File: src/rtl/lb_slave_decoder_if.sv
// lb_slave_decoder_if: upstream LB request/ack, downstream slave strobes/acks and error status
interface lb_slave_decoder_if #(
  parameter int NUM_SLV = 3,
  parameter int ADR_W = 32,
  parameter int DAT_W = 32
);
  logic lb_wreq, lb_rreq, lb_wack, lb_rack;
  logic [ADR_W-1:0] lb_wadr, lb_radr, s_adr, err_adr;
  logic [DAT_W-1:0] lb_wdat, lb_rdat, s_wdat;
  logic [NUM_SLV-1:0] s_wreq, s_rreq, s_wack, s_rack;
  logic [NUM_SLV*DAT_W-1:0] s_rdat;
  logic err_flag, proto_err, err_clr;
  modport slave (
    input lb_wreq, lb_wadr, lb_wdat, lb_rreq, lb_radr, s_wack, s_rack, s_rdat, err_clr,
    output lb_wack, lb_rack, lb_rdat, s_wreq, s_rreq, s_adr, s_wdat, err_flag, err_adr, proto_err
  );
  modport master (
    output lb_wreq, lb_wadr, lb_wdat, lb_rreq, lb_radr, s_wack, s_rack, s_rdat, err_clr,
    input lb_wack, lb_rack, lb_rdat, s_wreq, s_rreq, s_adr, s_wdat, err_flag, err_adr, proto_err
  );
endinterface

File: src/rtl/lb_slave_decoder.sv
// lb_slave_decoder: routes LB accesses to register slaves by address field, turning unmapped/unanswered ones into error acks
module lb_slave_decoder #(
  parameter int NUM_SLV = 3,
  parameter int ADR_W = 32,
  parameter int DAT_W = 32,
  parameter int SEL_LSB = 16,
  parameter int SEL_W = 2,
  parameter int TMO_CYC = 256,
  parameter logic [DAT_W-1:0] ERR_DATA = 32'hDEAD_BEEF
) (
  input logic clk,
  input logic rst_n,
  lb_slave_decoder_if.slave bus
);
  typedef enum logic [1:0] {IDLE, ISSUE, WAIT, RESP} state_t;
  state_t state;
  logic dir_w, pend;
  logic [SEL_W-1:0] sel, go_sel;
  logic [ADR_W-1:0] pend_adr, go_adr, fin_adr;
  logic [15:0] cnt;
  logic [NUM_SLV-1:0] hot, go_hot;
  logic [DAT_W-1:0] rdat_sel;
  logic go, go_w, go_map, ack, tmo, fin, fin_w, fin_err, stray;
  // a new access starts from IDLE, or from RESP when a read was parked behind a simultaneous write
  assign go = (state == IDLE && (bus.lb_wreq || bus.lb_rreq)) || (state == RESP && pend);
  assign go_w = state == IDLE && bus.lb_wreq;
  assign go_adr = state == RESP ? pend_adr : go_w ? bus.lb_wadr : bus.lb_radr;
  assign go_sel = go_adr[SEL_LSB +: SEL_W];
  assign go_map = int'(go_sel) < NUM_SLV;
  assign go_hot = NUM_SLV'(1) << go_sel;
  assign hot = NUM_SLV'(1) << sel;
  assign ack = state == WAIT && |(hot & (dir_w ? bus.s_wack : bus.s_rack));
  assign tmo = state == WAIT && !ack && cnt == 16'(TMO_CYC - 1);
  assign fin = (go && !go_map) || ack || tmo;
  assign fin_w = go ? go_w : dir_w;
  assign fin_err = (go && !go_map) || tmo;
  assign fin_adr = go ? go_adr : bus.s_adr;
  assign stray = state != IDLE && (bus.lb_wreq || bus.lb_rreq);
  // read data slice of the currently selected slave
  always_comb begin
    rdat_sel = '0;
    for (int i = 0; i < NUM_SLV; i++) if (hot[i]) rdat_sel = bus.s_rdat[i*DAT_W +: DAT_W];
  end
  // sequencer: one outstanding access, strobe, wait for ack or timeout, ack upstream, track errors
  always_ff @(posedge clk or negedge rst_n)
    if (!rst_n) begin
      state <= IDLE;
      dir_w <= 1'b0;
      pend <= 1'b0;
      sel <= '0;
      pend_adr <= '0;
      cnt <= '0;
      bus.lb_wack <= 1'b0;
      bus.lb_rack <= 1'b0;
      bus.lb_rdat <= '0;
      bus.s_wreq <= '0;
      bus.s_rreq <= '0;
      bus.s_adr <= '0;
      bus.s_wdat <= '0;
      bus.err_flag <= 1'b0;
      bus.err_adr <= '0;
      bus.proto_err <= 1'b0;
    end else begin
      state <= fin ? RESP : go ? ISSUE : state == ISSUE ? WAIT : state == RESP ? IDLE : state;
      cnt <= state == WAIT ? cnt + 16'd1 : '0;
      bus.s_wreq <= go && go_map && go_w ? go_hot : '0;
      bus.s_rreq <= go && go_map && !go_w ? go_hot : '0;
      bus.lb_wack <= fin && fin_w;
      bus.lb_rack <= fin && !fin_w;
      if (fin && !fin_w) bus.lb_rdat <= fin_err ? ERR_DATA : rdat_sel;
      if (go) begin
        dir_w <= go_w;
        sel <= go_sel;
        pend <= go_w && bus.lb_rreq;
        bus.s_adr <= go_adr;
      end
      if (go_w) begin
        bus.s_wdat <= bus.lb_wdat;
        pend_adr <= bus.lb_radr;
      end
      if (bus.err_clr) begin
        bus.err_flag <= 1'b0;
        bus.err_adr <= '0;
        bus.proto_err <= 1'b0;
      end else begin
        if (fin && fin_err) bus.err_flag <= 1'b1;
        if (fin && fin_err && !bus.err_flag) bus.err_adr <= fin_adr;
        if (stray) bus.proto_err <= 1'b1;
      end
    end
endmodule

File: src/flat_wrapper.sv
// flat-port wrapper written by rule: the top's interface ports become plain ports
module lb_slave_decoder_flat 
#(
  parameter int NUM_SLV = 3,
  parameter int ADR_W = 32,
  parameter int DAT_W = 32,
  parameter int SEL_LSB = 16,
  parameter int SEL_W = 2,
  parameter int TMO_CYC = 256,
  parameter logic [DAT_W-1:0] ERR_DATA = 32'hDEAD_BEEF
)
  (clk, rst_n, bus_lb_wreq, bus_lb_wadr, bus_lb_wdat, bus_lb_rreq, bus_lb_radr, bus_s_wack, bus_s_rack, bus_s_rdat, bus_err_clr, bus_lb_wack, bus_lb_rack, bus_lb_rdat, bus_s_wreq, bus_s_rreq, bus_s_adr, bus_s_wdat, bus_err_flag, bus_err_adr, bus_proto_err);
  lb_slave_decoder_if #(.NUM_SLV(NUM_SLV), .ADR_W(ADR_W), .DAT_W(DAT_W)) bus_i ();
  input logic clk;
  input logic rst_n;
  input wire logic [$bits(bus_i.lb_wreq)-1:0] bus_lb_wreq;
  input wire logic [$bits(bus_i.lb_wadr)-1:0] bus_lb_wadr;
  input wire logic [$bits(bus_i.lb_wdat)-1:0] bus_lb_wdat;
  input wire logic [$bits(bus_i.lb_rreq)-1:0] bus_lb_rreq;
  input wire logic [$bits(bus_i.lb_radr)-1:0] bus_lb_radr;
  input wire logic [$bits(bus_i.s_wack)-1:0] bus_s_wack;
  input wire logic [$bits(bus_i.s_rack)-1:0] bus_s_rack;
  input wire logic [$bits(bus_i.s_rdat)-1:0] bus_s_rdat;
  input wire logic [$bits(bus_i.err_clr)-1:0] bus_err_clr;
  output wire logic [$bits(bus_i.lb_wack)-1:0] bus_lb_wack;
  output wire logic [$bits(bus_i.lb_rack)-1:0] bus_lb_rack;
  output wire logic [$bits(bus_i.lb_rdat)-1:0] bus_lb_rdat;
  output wire logic [$bits(bus_i.s_wreq)-1:0] bus_s_wreq;
  output wire logic [$bits(bus_i.s_rreq)-1:0] bus_s_rreq;
  output wire logic [$bits(bus_i.s_adr)-1:0] bus_s_adr;
  output wire logic [$bits(bus_i.s_wdat)-1:0] bus_s_wdat;
  output wire logic [$bits(bus_i.err_flag)-1:0] bus_err_flag;
  output wire logic [$bits(bus_i.err_adr)-1:0] bus_err_adr;
  output wire logic [$bits(bus_i.proto_err)-1:0] bus_proto_err;
  assign bus_i.lb_wreq = bus_lb_wreq;
  assign bus_i.lb_wadr = bus_lb_wadr;
  assign bus_i.lb_wdat = bus_lb_wdat;
  assign bus_i.lb_rreq = bus_lb_rreq;
  assign bus_i.lb_radr = bus_lb_radr;
  assign bus_i.s_wack = bus_s_wack;
  assign bus_i.s_rack = bus_s_rack;
  assign bus_i.s_rdat = bus_s_rdat;
  assign bus_i.err_clr = bus_err_clr;
  assign bus_lb_wack = bus_i.lb_wack;
  assign bus_lb_rack = bus_i.lb_rack;
  assign bus_lb_rdat = bus_i.lb_rdat;
  assign bus_s_wreq = bus_i.s_wreq;
  assign bus_s_rreq = bus_i.s_rreq;
  assign bus_s_adr = bus_i.s_adr;
  assign bus_s_wdat = bus_i.s_wdat;
  assign bus_err_flag = bus_i.err_flag;
  assign bus_err_adr = bus_i.err_adr;
  assign bus_proto_err = bus_i.proto_err;
  lb_slave_decoder #(.NUM_SLV(NUM_SLV), .ADR_W(ADR_W), .DAT_W(DAT_W), .SEL_LSB(SEL_LSB), .SEL_W(SEL_W), .TMO_CYC(TMO_CYC), .ERR_DATA(ERR_DATA)) u_core (.clk(clk), .rst_n(rst_n), .bus(bus_i));
endmodule
File: config.mk
export PLATFORM = sky130hd
export DESIGN_NAME = lb_slave_decoder_flat
export DESIGN_NICKNAME = d
export VERILOG_FILES = /design/src/rtl/lb_slave_decoder_if.sv /design/src/rtl/lb_slave_decoder.sv /design/src/flat_wrapper.sv
export SDC_FILE = /design/constraint.sdc
export NUM_CORES = 1
export LEC_CHECK = 0
export ABC_CLOCK_PERIOD_IN_PS = 4600
export CORE_MARGIN = 3
export CORE_UTILIZATION = 49
export CTS_CLUSTER_SIZE = 40
export DETAILED_ROUTE_END_ITERATION = 7
export HOLD_SLACK_MARGIN = 0.08
export PLACE_DENSITY = 0.86
export SKIP_CTS_REPAIR_TIMING = 1
export SYNTH_ARGS = -nofsm -noshare
export SYNTH_HDL_FRONTEND = slang
export SYNTH_SLANG_ARGS = --single-unit
File: constraint.sdc
create_clock -name clk -period 4.6 [get_ports clk]
set_clock_uncertainty 0.05 [all_clocks]
set_input_delay 0.92 -clock clk [delete_from_list [all_inputs] [get_ports clk]]
set_output_delay 0.92 -clock clk [all_outputs]
set_load 0.02 [all_outputs]
* Word-level counts from Yosys, hierarchy flattened
Index checks and enable logic that the tools add are counted.
** Storage, ports and cells
- Register bits after elaboration :: 192
- Latch bits :: 0
- Bits in writable memories :: 0
- ROM bits :: 0
- Bits of input ports :: 203
- Output and inout bits :: 138
- Memories :: 0
** Cells by class
- Add/sub/neg operators :: 1
- Multiply operators :: 0
- Div/mod/pow operators :: 0
- Order comparisons :: 1
- Equality and inequality tests :: 4
- Shifts and indexed selects :: 2
- Muxes and demuxes :: 22
- Bitwise operators :: 1
- Reductions and logical operators :: 33
** Operators by type and width (number)
- 32-bit two-way mux :: 9
- 16-bit by 1-bit adder with 16-bit output, second input constant :: 1
- 16-bit by 8-bit equality test with 1-bit output, second input constant :: 1
- 1-bit logical AND :: 16
- 16-bit two-way mux :: 1
- 3-bit two-way mux :: 3
- 2-bit two-way mux :: 4
- 2-bit nonzero test :: 4
- 1-bit by 2-bit << shifter with 3-bit output, first input constant :: 2
- 1-bit logical NOT :: 5
- 1-bit logical OR :: 5
- 1-bit two-way mux :: 5
- 2-bit equality test, second input constant :: 2
- 4-bit nonzero test :: 1
- 3-bit bitwise AND :: 1
- 3-bit OR reduction :: 1
- 2-bit by 1-bit equality test with 1-bit output, second input constant :: 1
- 2-bit logical NOT :: 1
- 2-bit < comparator, second input constant :: 1

* Longest topological paths before layout
- Word-level depth :: 13
- Gate-level depth with buffers :: 10
- Mapped depth without buffers :: 6

* Worst setup path after synthesis
OpenSTA, ideal clock, no wires.
- Path kind :: input port to flip-flop
- Start point :: in bus_lb_wreq
- End point :: reg u_core.bus.s_wdat[24]
- Arrival :: 2570 ps
- Data required time :: 4425 ps
- Setup slack :: 1855 ps
- Stages on the path :: 7
- Buffers on the path :: 4
- Cells stage by stage :: nand2b_1 > buf_2 > buf_1 > nor2_1 > clkbuf_1 > buf_2 > mux2_2
** Between the ends
- Longest elaborated chain between the ends :: 1
** Ends and longest elaborated chain
- from (decl) :: line flat_wrapper.sv:16 : input wire logic [$bits(bus_i.lb_wreq)-1:0] bus_lb_wreq;
- 1-bit logical AND :: line lb_slave_decoder.sv:26 : assign go_w = state == IDLE && bus.lb_wreq;
- to (signal assigned) :: line lb_slave_decoder.sv:78 : bus.s_wdat <= bus.lb_wdat;
- to (decl) :: line lb_slave_decoder_if.sv:15 : output lb_wack, lb_rack, lb_rdat, s_wreq, s_rreq, s_adr, s_wdat, err_flag, err_adr, proto_err
No other way between the ends.
A chain may end at the register's enable or synchronous reset.

* Worst setup path in the final report
- Start point :: in bus_lb_wreq
- End point :: reg u_core.bus.lb_rdat[22]
** Between the ends
- Longest elaborated chain between the ends :: 9
- Elaborated cells between the ends (all ways) :: 16
- Classes of those cells :: order compare (1); mux (4); reduce/logical (11)
** Ends and longest elaborated chain
- 1-bit logical AND :: line lb_slave_decoder.sv:26
- 32-bit two-way mux (2 in series) :: line lb_slave_decoder.sv:27 : assign go_adr = state == RESP ? pend_adr : go_w ? bus.lb_wadr : bus.lb_radr;
- 2-bit < comparator :: line lb_slave_decoder.sv:29 : assign go_map = int'(go_sel) < NUM_SLV;
- 1-bit logical NOT :: line lb_slave_decoder.sv:34, lb_slave_decoder.sv:36
- 1-bit logical AND :: line lb_slave_decoder.sv:34, lb_slave_decoder.sv:36
- 1-bit logical OR (2 in series) :: line lb_slave_decoder.sv:34 : assign fin = (go && !go_map) || ack || tmo;
- 1-bit logical AND :: line lb_slave_decoder.sv:70 : if (fin && !fin_w) bus.lb_rdat <= fin_err ? ERR_DATA : rdat_sel;
- to (signal assigned) :: line lb_slave_decoder.sv:70
- to (decl) :: line lb_slave_decoder_if.sv:15
Parallel ways exist; a longest one is shown, timed or not.

==> impl_results.md <==
- Core area: 18960 µm²
- ANT nets after route: 0
- R2r worst-path depth: 5
- Final hold viol count: 0
- Clock latency at the later pin of the worst-skew pair: 0.43 ns
- Critical Path Sink Type: flip-flop
- Status: finished clean
- RSZ-0062 raised after global routing: no
- Drt pass-1 iters: 5
- Max cap viols: 0
- Gr usage total: 27.33%
- HPWL Detailed: 21.29 mm
- Die area: 21330 µm²
- Final period util: 75.25%
- Synth warn: 0
- Worst-path clk slew: 0.07 ns
- Worst vdd ir: 0.0004228 V
- DRC Markers: 0
- Worst Setup SP: bus_lb_wreq
- Die Width: 146.1 µm
- H-tree depth: 4
- Syn_area_per_cell: 10.39 µm²
- Placed Cells: 1458
- Syn Std Cell Area: 9612 µm²
- Port Buf Inserts: 340
- Final Util: 72.53%
- Ports: 341
- Worst setup SP type: primary input
- TritonCTS clock tree: done
- Max Slew Vio Count: 0
- Routed vias: 8560
- CTS Buffer Depth: 2
- Register area share after synthesis: 49.99%
- Initial antenna violation count: 0
- Register area: 4808 µm²
- CP Data Required Time: 4.91 ns
- Final setup TNS: 0 ns
- Nets: 1421
- Hold/Removal Path Class: flip-flop to flip-flop
- Die height: 146.1 µm
- Hold_ws: 0.4467 ns
- N_diodes: 0
- Syn Inst Count: 925
- Worst-margin pin slew: 1.314 ns
- Fmax: 288.9 MHz
- Avg WL per Cell: 20.16 µm
- Yosys reg bits: 192
- Post-synth EDFFs: 0
- Main synth FF type: dfrtp_1
- Async SR Flop Fraction: 100.0%
- Tmin final: 3.462 ns
- CTS sink cnt: 192
- First-pass GRT wire length: 46.80 mm
- Crit path DAT: 3.78 ns
- Clock Tree Root: clkbuf_16
- RePlAce Congestion: 0.8706
- Filler Cell Count: 1345
- Finished Layout Cells: 1490
- CP Class: primary input to flip-flop
- Instance area at placement: 13150 µm²
- Area grow syn2layout: 43.05%
- Vias per cell: 5.745
- Worst Hold Depth: 1
- Initial Util: 50.71%
- CTS buffer count: 17
- Setup violations, final: 0
- FF-to-FF Start: u_core.sel[0]
- Library cells used by synthesis: 47
- Area of the multi-input gates: 4385 µm²
- GR Overflow Total: 0
- CP Max Fanout: 42
- Static leakage: 5.602 nW
- Hold_sp: u_core.cnt[0]
- DR iter-0 viols: 672
- Pwr per Cell Area: 660.8 nW/µm²
- Relative max-transition margin: 11.99%
- Vias in the first global route: 8605
- Ratio of cells with drive above 1 in the final layout: 12.60%
- Std cell rows: 50
- Syn nets: 1129
- Largest net degree at the start of global routing: 127
- Post-route cell area: 13750 µm²
- DRT Wirelength: 30.04 mm
layer usage:
metal / wire length [µm] / track usage, %
met4: 613 / 8.090
met3: 2632 / 7.976
met2: 14640 / 44.78
met1: 12150 / 35.55
met5: 0 / 0
path summary, 6_finish.rpt:
kind	slack, ns	end
max	1.14	u_core.bus.lb_rdat[22]
min	0.45	u_core.cnt[0]
max reg2reg	1.15	u_core.bus.lb_rdat[24]
min reg2reg	0.45	u_core.cnt[0]
max in group asynchronous	2.92	u_core.state[1]
min in group asynchronous	0.58	u_core.bus.lb_rdat[27]
cells by family (layout without fill, tap and decap cells):
| logic type | count (synthesis) | in the layout | synth area share [%] |
|---|---|---|---|
| multiplexers | 144 | 144 | 16.14 |
| AO/OA/AOI/OAI | 239 | 239 | 16.53 |
| buffers and inverters | 108 | 413 | 4.673 |
| AND/OR/NAND/NOR | 229 | 229 | 11.44 |
| XOR/XNOR | 12 | 12 | 1.093 |
| flip-flops | 192 | 192 | 49.99 |
| adder cells (fa/ha/maj) | 1 | 1 | 0.1302 |
where the power goes:
part           total [mW]  switching, mW  internal [mW]  leakage [nW]
Combinational        4.61           2.45           2.16          2.89
Clock                1.52          0.699          0.821         0.298
Sequential           2.95          0.592           2.36          2.41
per-stage QoR:
| stage | setup WS, ns | total power [mW] |
|---|---|---|
| 3_5_place_dp | 0.7214 | 7.546 |
| 3_3_place_gp | 0.7898 | 7.413 |
| 2_1_floorplan | 1.855 | 5.661 |
| 6_report | 1.138 | 9.086 |
| 4_1_cts | 1.171 | 9.095 |
| 5_1_grt | 0.9639 | 9.581 |
placed cells by master, fill, tap and decap left out, types with 14 or more instances in the layout:
cell	n
a211oi_1	36
a21oi_1	39
and3b_1	18
buf_4	18
clkbuf_16	17
clkdlybuf4s50_1	339
dfrtp_1	189
inv_1	21
mux2_2	78
mux2i_1	65
nand2_1	98
nor2_1	52
nor2b_1	18
o211ai_1	32
o21ai_0	53
o22ai_1	24
o311a_1	14
o31ai_1	18
synthesized netlist by cell type (4+ instances only):
master | count | area (µm²)
a211oi_1 | 36 | 270.3
a21oi_1 | 40 | 200.2
a31o_2 | 8 | 70.07
and3b_1 | 18 | 157.7
buf_1 | 6 | 22.52
buf_2 | 7 | 35.03
clkbuf_1 | 68 | 255.2
dfrtp_1 | 192 | 4805
inv_1 | 21 | 78.83
mux2_2 | 78 | 878.3
mux2i_1 | 65 | 650.6
nand2_1 | 98 | 367.9
nand2b_1 | 4 | 25.02
nand3_1 | 10 | 50.05
nor2_1 | 54 | 202.7
nor2b_1 | 19 | 118.9
nor3_1 | 6 | 30.03
nor4_1 | 4 | 25.02
o211ai_1 | 32 | 240.2
o21ai_0 | 53 | 265.3
o22ai_1 | 24 | 150.1
o2bb2ai_1 | 8 | 70.07
o311a_1 | 14 | 140.1
o31ai_1 | 18 | 135.1
or3_1 | 6 | 37.54
xnor2_1 | 8 | 70.07
xor2_1 | 4 | 35.03
state kept, by name (all words and copies together) (netlist names), 2 cells and up:
signal and count:
u_core.bus.s_wdat 32, u_core.bus.s_wreq 3, u_core.sel 2, u_core.cnt 16, u_core.bus.lb_rdat 32, u_core.pend_adr 32, u_core.bus.s_rreq 3, u_core.bus.err_adr 32
u_core.state 2, u_core.bus.s_adr 32
worst max-delay path: stages:
cell	delay, ns
clkdlybuf4s50_1	0.78
and3b_1	0.37
a211oi_1	0.39
nor2_1	0.14
buf_4	0.18
a21oi_4	0.28
buf_4	0.47
a31o_2	0.23
area by class of cell:
| cell class | instances | share of cell area [%] |
|---|---|---|
| Clock inverter | 15 | 1.283 |
| Tap cell | 260 | 2.366 |
| Multi-Input combinational cell | 625 | 31.90 |
| Sequential cell | 192 | 34.97 |
| Inverter | 23 | 0.6279 |
| Timing Repair Buffer | 358 | 25.76 |
| Clock buffer | 17 | 3.094 |
Power figures use the tool's default switching activity.
